`src/rtl/dram_wr_arbiter.sv`:
```
`default_nettype none
// ============================================================================
//  Module   : dram_wr_arbiter
//  Purpose  : Arbitrates the port-B write path of two accelerator data RAMs
//             between the core writeback path (fixed priority, never
//             stalled) and a FIFO-buffered host preload interface. A
//             starvation counter requests a core hold when host data waits
//             too long.
//  Revision : 1.0  initial release
// ============================================================================
module dram_wr_arbiter #(
    parameter int DATA_W       = 128,
    parameter int AW0          = 14,
    parameter int AW1          = 17,
    parameter int FIFO_DEPTH   = 4,
    parameter int STARVE_LIMIT = 16
) (
    input  logic              in_clk,
    input  logic              in_reset,
    input  logic              in_core_we,
    input  logic [31:0]       in_core_addr,
    input  logic [DATA_W-1:0] in_core_data,
    input  logic              in_h_valid,
    output logic              out_h_ready,
    input  logic [31:0]       in_h_addr,
    input  logic [DATA_W-1:0] in_h_data,
    output logic              out_hold_req,
    input  logic              in_hold_ack,
    output logic              out_we0,
    output logic              out_we1,
    output logic [AW0-1:0]    out_addr0,
    output logic [AW1-1:0]    out_addr1,
    output logic [DATA_W-1:0] out_wdata,
    output logic              out_idle,
    output logic              out_err
);

    localparam int PTR_W  = (FIFO_DEPTH > 1) ? $clog2(FIFO_DEPTH) : 1;
    localparam int CNT_W  = PTR_W + 1;
    localparam int WAIT_W = $clog2(STARVE_LIMIT + 1);

    localparam logic [CNT_W-1:0]  C_DEPTH = CNT_W'(FIFO_DEPTH);
    localparam logic [WAIT_W-1:0] C_LIMIT = WAIT_W'(STARVE_LIMIT);

    typedef enum logic [0:0] {
        S_IDLE = 1'b0,
        S_REQ  = 1'b1
    } state_t;

    // FIFO storage and bookkeeping
    logic [31:0]       r_fifo_addr [FIFO_DEPTH];
    logic [DATA_W-1:0] r_fifo_data [FIFO_DEPTH];
    logic [PTR_W-1:0]  r_wr_ptr;
    logic [PTR_W-1:0]  r_rd_ptr;
    logic [CNT_W-1:0]  r_count;
    logic [WAIT_W-1:0] r_wait;
    logic              r_h_ready;
    logic              r_pop_d;
    logic              r_idle;
    logic              r_err;
    state_t            r_state;
    state_t            w_state_next;

    logic              r_we0;
    logic              r_we1;
    logic [AW0-1:0]    r_addr0;
    logic [AW1-1:0]    r_addr1;
    logic [DATA_W-1:0] r_wdata;

    logic              w_push;
    logic              w_pop;
    logic              w_gnt;
    logic [31:0]       w_sel_addr;
    logic [DATA_W-1:0] w_sel_data;
    logic [CNT_W-1:0]  w_count_next;
    logic              w_unused;

    // Core always wins; host head is popped only when the core is silent.
    assign w_push       = in_h_valid & r_h_ready;
    assign w_pop        = ~in_core_we & (r_count != '0);
    assign w_gnt        = in_core_we | w_pop;
    assign w_sel_addr   = in_core_we ? in_core_addr : r_fifo_addr[r_rd_ptr];
    assign w_sel_data   = in_core_we ? in_core_data : r_fifo_data[r_rd_ptr];
    assign w_count_next = r_count + CNT_W'(w_push) - CNT_W'(w_pop);

    // Address bits beyond the widest word index and the byte offset are ignored.
    assign w_unused = ^{w_sel_addr[30:AW1+4], w_sel_addr[3:0]};

    // FIFO payload storage, written on accepted push (no reset needed)
    always_ff @(posedge in_clk) begin
        if (w_push) begin
            r_fifo_addr[r_wr_ptr] <= in_h_addr;
            r_fifo_data[r_wr_ptr] <= in_h_data;
        end
    end

    // FIFO pointers, occupancy, registered ready and starvation counter
    always_ff @(posedge in_clk) begin
        if (!in_reset) begin
            r_wr_ptr  <= '0;
            r_rd_ptr  <= '0;
            r_count   <= '0;
            r_h_ready <= 1'b1;
            r_wait    <= '0;
            r_pop_d   <= 1'b0;
        end else begin
            if (w_push) r_wr_ptr <= r_wr_ptr + PTR_W'(1);
            if (w_pop)  r_rd_ptr <= r_rd_ptr + PTR_W'(1);
            r_count   <= w_count_next;
            r_h_ready <= (w_count_next < C_DEPTH);
            r_pop_d   <= w_pop;
            if (w_pop || (r_count == '0))
                r_wait <= '0;
            else if (r_wait != C_LIMIT)
                r_wait <= r_wait + WAIT_W'(1);
        end
    end

    // Port-B write registers: one-cycle latency from grant to RAM
    always_ff @(posedge in_clk) begin
        if (!in_reset) begin
            r_we0   <= 1'b0;
            r_we1   <= 1'b0;
            r_addr0 <= '0;
            r_addr1 <= '0;
            r_wdata <= '0;
        end else begin
            r_we0 <= w_gnt & ~w_sel_addr[31];
            r_we1 <= w_gnt &  w_sel_addr[31];
            if (w_gnt) begin
                r_addr0 <= w_sel_addr[AW0+3:4];
                r_addr1 <= w_sel_addr[AW1+3:4];
                r_wdata <= w_sel_data;
            end
        end
    end

    // Hold FSM state register plus registered idle and sticky error flags
    always_ff @(posedge in_clk) begin
        if (!in_reset) begin
            r_state <= S_IDLE;
            r_idle  <= 1'b1;
            r_err   <= 1'b0;
        end else begin
            r_state <= w_state_next;
            r_idle  <= (w_count_next == '0) && (w_state_next == S_IDLE);
            r_err   <= r_err | (in_core_we & in_hold_ack);
        end
    end

    // Hold FSM next state: request on saturation, release after a host pop lands
    always_comb begin
        w_state_next = r_state;
        case (r_state)
            S_IDLE:  if (r_wait == C_LIMIT) w_state_next = S_REQ;
            S_REQ:   if (r_pop_d)           w_state_next = S_IDLE;
            default: w_state_next = S_IDLE;
        endcase
    end

    assign out_h_ready  = r_h_ready;
    assign out_hold_req = (r_state == S_REQ);
    assign out_we0      = r_we0;
    assign out_we1      = r_we1;
    assign out_addr0    = r_addr0;
    assign out_addr1    = r_addr1;
    assign out_wdata    = r_wdata;
    assign out_idle     = r_idle;
    assign out_err      = r_err;

endmodule
`default_nettype wire

```
`config.mk`:
```
export PLATFORM = sky130hd
export DESIGN_NAME = dram_wr_arbiter
export DESIGN_NICKNAME = d
export VERILOG_FILES = /design/src/rtl/dram_wr_arbiter.sv
export SDC_FILE = /design/constraint.sdc
export NUM_CORES = 1
export LEC_CHECK = 0
export ABC_AREA = 1
export BUFFER_PORTS_ARGS = -buffer_cell sky130_fd_sc_hd__buf_2
export CORE_AREA = 2 2 248 495
export CTS_BUF_LIST = sky130_fd_sc_hd__clkbuf_4
export DETAILED_ROUTE_END_ITERATION = 6
export DIE_AREA = 0 0 250 497
export PLACE_DENSITY = 0.53
export SLEW_MARGIN = 20
export SYNTH_ARGS = -nofsm -noshare
export SYNTH_HDL_FRONTEND = slang
export SYNTH_SLANG_ARGS = --single-unit
```
`constraint.sdc`:
```
create_clock -name in_clk -period 11.1 [get_ports in_clk]
set_clock_uncertainty 0.2 [all_clocks]
set_input_delay 1.665 -clock in_clk [delete_from_list [all_inputs] [get_ports in_clk]]
set_output_delay 1.665 -clock in_clk [all_outputs]
set_load 0.05 [all_outputs]
```
; ---- Word-level counts from Yosys, hierarchy flattened
; Memories as Yosys holds them, arrays and structs flattened. A register that Yosys moved wholly into a read port is not among the register bits.
; Index checks and enable logic that the tools add are counted.
[totals]
ff_bits = 178
ramBits = 640
input_bits = 325
out_inout_bits = 165
word_cells = 53
mem_count = 2
[memory_table]
columns = memory, depth, width, rd, rd_clocked_by_memory_dff, wr, line_no
row1 = r_fifo_data, 4, 128, 1, 1, 1, 52  ; logic [DATA_W-1:0] r_fifo_data [FIFO_DEPTH];
row2 = r_fifo_addr, 4, 32, 1, 1, 1, 51  ; logic [31:0] r_fifo_addr [FIFO_DEPTH];
[op_classes]
addsub = 5
order_cmp = 1
eq_ne = 2
n_mux = 11
bitwise = 12
n_reduce_logical = 6
[ops]
columns = op, count
row1 = $mux 128, 1
row2 = $mux 32, 1
row3 = $mux 2, 4
row4 = $logic_not 3->1, 2
row5 = $add 5x1->5 const B, 1
row6 = $and 1x1->1, 5
row7 = $eq 5x5->1 const B, 1
row8 = $ne 5x5->1 const B, 1
row9 = $not 1->1, 5
row10 = $add 2x1->2 const B, 2
row11 = $mux 1, 4
row12 = $add 3x1->3, 1
row13 = $lt 3x3->1 const B, 1
row14 = $reduce_bool 3->1, 1
row15 = $sub 3x1->3, 1
row16 = $or 1x1->1, 2
row17 = $pmux 1 s2, 1
row18 = $reduce_or 2->1, 1
row19 = $logic_and 1x1->1, 1
row20 = $logic_or 1x1->1, 1

; ---- Depth between registers and ports, before layout
[depth]
ltp_word = 5
ltp_mapped = 14
ltp_nobuf = 14

; ---- Least setup slack after synthesis
; OpenSTA, ideal clock, no wires.
[synth_path]
kind = input-to-reg
startpoint = in in_h_valid
endpoint = mem r_fifo_addr[0][10], enable pin
setup_time_ns = 0.654
arrival_ns = 7.940
required_time_ns = 10.246
slack_ns = 2.306
cell_stages = 2
n_path_buf = 0
path_cell_list = nand2_1 > nor2_1
[synth_between]
elab_chain_cells = 3
[synth_lines]
columns = item, line_no
row1 = from (decl), 23  ; input logic in_h_valid,
row2 = $and 1x1->1, 79  ; assign w_push = in_h_valid & r_h_ready;
row3 = $mux 1, 91  ; if (w_push) begin
row4 = $mux 1 (implied by the code), 92  ; r_fifo_addr[r_wr_ptr] <= in_h_addr;
row5 = to (decl), 51
; Every way passes these cells.

; ---- Worst setup path in the final report
[layout_path]
startpoint = in in_core_we
endpoint = reg r_wdata[121] (netlist: out_wdata[121])
[layout_between]
elab_chain_cells = 3
elab_cells_between_ends = 4
classes_between = 1 x mux / 3 x bitwise
[layout_lines]
columns = item, line_no
row1 = from (decl), 20  ; input logic in_core_we,
row2 = $not 1->1, 80  ; assign w_pop = ~in_core_we & (r_count != '0);
row3 = $and 1x1->1, 80
row4 = $or 1x1->1, 81  ; assign w_gnt = in_core_we | w_pop;
row5 = to (signal assigned), 133  ; r_wdata <= w_sel_data;
row6 = to (decl), 68  ; logic [DATA_W-1:0] r_wdata;
; Parallel ways exist; a longest one is shown, timed or not.
; A chain may end at the register's enable or synchronous reset.

==> results.cfg <==
[routing]
routed_wirelength_mm = 82.59
avgRoutedWirePerCell_um = 16.64
drcViolationCount = 0
drtIter0Drc = 1145
antenna_left = 0
dr_total_vias = 21501
viasPerCell = 4.331
first_pass_iters = 5

[timing]
max_freq_ghz = 0.2469
finalHoldViolations = 0
drv_slew = 0
period_share_pct = 36.49
setup_viol = 0
fin_crit_ns = 4.051
tns_ns = 0
rsz0062_at_grt = false
layout_setup_ws_ns = 7.049
slew_headroom_pct = 32.29
worst_pin_slew_ns = 1.016

[placement]
portBuffers = 461
routabilityCongestion = 0.7405
dp_hpwl_mm = 50.08
dpl_worst_slack_ns = 5.964

[floorplan]
die_w_um = 250
core_area_sq_um = 120300
fp-row-count = 180
pin_count = 490
dieArea_sq_um = 124300
chipHeight_um = 497
floorplan.initialDensity_pct = 24.86

[synth]
syn_avg_cell_area_sq_um = 10.71
yosysWarningCount = 0
yosysSeqAreaShare_pct = 69.78
post-synth-top-area-cell = edfxtp_1
synth_fp_nets = 3125
synth_area_leaders = edfxtp_1 (59%), nand2_1 (11%), dfxtp_1 (11%), nand3_1 (7.5%), o21ai_0 (2.4%)
synth_cell_type_count = 23
ys_ff_latch = 750
yosys.area.top_type_share_pct = 58.67
postSynthCellCount = 2791
synthesis.area_sq_um = 29890

[cts]
cts_tree = built
clkLatencyLatePin_ns = 1.11
cts_root_buf = clkbuf_4
clk_pin_slew_worst_paths_ns = 0.07
cts_resized = 0
cts_buffers = 170
clk_path_buf_depth = 3
cts_max_level = 4
cts_setup_buffers = 0
cts.sinks = 750
postCtsHoldBufs = 0

[global_route]
grt_start_max_net_pins = 139
grt_remaining_overflow = 0
grt_pass1_wl_mm = 124.8
grt_pass1_vias = 21268
grt_util_all_layers_pct = 13.21
antenna_found_initial = 34

[setup_path]
required_ns = 11.90
cp_cell_sequence = buf_6 > inv_6 > nand3_4 > buf_4 > buf_4 > o21ai_0 > a21oi_2
cp_max_fo = 88
crit_path_frequent_cell = buf_4
worst_setup_path_end_kind = register
slowest_delay_ns = 0.77
critPathKind = in -> reg
crit_arrival_ns = 4.85
crit_slowest_cell = buf_4
start_kind = input pin

[finish]
area_growth_pct = 19.86
seq_area_sq_um = 20870
multi_input_area_sq_um = 7475
fin_nets = 3596
nFillCells = 12551
drive_gt1_share_pct = 24.71

[power_and_ir_drop]
leakage_uw = 0.01467
ir_drop_uv = 173.0
p_per_area_nw_per_um2 = 229.9

[job]
drv_cap = 0

[hold_path]
hold_class = reg -> reg

[outcome]
status = completed
==> metrics by stage <==
| step | instances | total power [uW] | instance area [sq um] | util [%] | hold slack, ns |
|---|---|---|---|---|---|
| 5_1_grt | 4961 | 8746 | 35820 | 29.79 | 0.2968 |
| 3_5_place_dp | 4637 | 6057 | 33500 | 27.85 | 0.2569 |
| 6_report | 4964 | 8237 | 35830 | 29.79 | 0.2771 |
| 4_1_cts | 4954 | 8395 | 35800 | 29.77 | 0.2748 |
| 3_3_place_gp | 4637 | 6031 | 33500 | 27.85 | 0.2500 |
| 2_1_floorplan | 2791 | 5451 | 29890 | - | 0.2527 |
==> flip-flops by register name, indices dropped and copies added, names as in the netlist, 2 cells and up, named ones only <==
| signal | count |
|---|---|
| r_count | 3 |
| r_wait | 5 |
| r_fifo_data | 512 |
| r_fifo_addr | 72 |
| out_addr0 | 13 |
| out_wdata | 128 |
| r_wr_ptr | 2 |
| out_addr1 | 4 |
| r_rd_ptr | 2 |
==> cell type report <==
class                           count  area share, %
Clock inverter                     65          1.156
Sequential cell                   750          58.24
Inverter                          173          1.861
Multi-Input combinational cell   1676          20.86
Tap cell                         1547          5.402
Timing Repair Buffer              491          7.127
Clock buffer                      252          5.280
Antenna cell                       10        0.06984
==> critical path: cells and delay by family <==
family | cells | cell delay (ns)
simple gates | 1 | 0.46
compound gates | 2 | 0.36
buf+inv | 4 | 2.14
==> cell usage after synthesis (all sizes together) <==
master  instances
dfxtp         166
nand3         446
fa              1
edfxtp        584
nor3            1
or2             2
a21oi         154
clkbuf         77
nand3b          1
buf           115
ha              8
nand2         896
o21ai         149
inv           173
nor2           16
xor2            2
==> report_power, final <==
group	switching (uW)	internal (uW)
Combinational	1790	548
Clock	1110	1170
Sequential	174	3440
==> path summary, 6_finish.rpt <==
check	startpoint	cells past startpoint	end	slack, ns
setup / recovery	in_core_we	7	out_wdata[121]	7.05
hold / removal	out_err	2	out_err	0.28
setup reg to reg	register	6	out_wdata[106]	7.57
hold reg to reg	out_err	2	out_err	0.28
==> cell usage in the layout, fill, tap and decap left out, drive strengths merged <==
cell,instances
ha,8
clkinv,52
edfxtp,584
nand3b,1
bufinv,5
xor2,2
dfxtp,166
diode,10
clkbuf,252
nand3,446
nor2,16
a21oi,154
nand2,896
or2,2
fa,1
buf,491
o21ai,149
clkinvlp,2
nor3,1
inv,179
==> per-layer routing <==
layer	track usage [%]	up-vias	wire [um]
li1	-	10524	-
met1	14.86	10002	33240
met2	22.37	745	39640
met3	4.445	190	6801
met4	6.359	40	2665
met5	0	-	242
==> logic make-up after synthesis <==
logic type                 count (synthesis)  synth area share (%)
adders and majority gates                  9                0.4018
DFF                                      750                 69.78
and+or+nand+nor                         1362                 19.05
xor gates and xnor gates                   2               0.05861
AOI/OAI and AO/OA                        303                 5.349
buffers and inverters                    365                 5.353
Power figures use the tool's default switching activity.
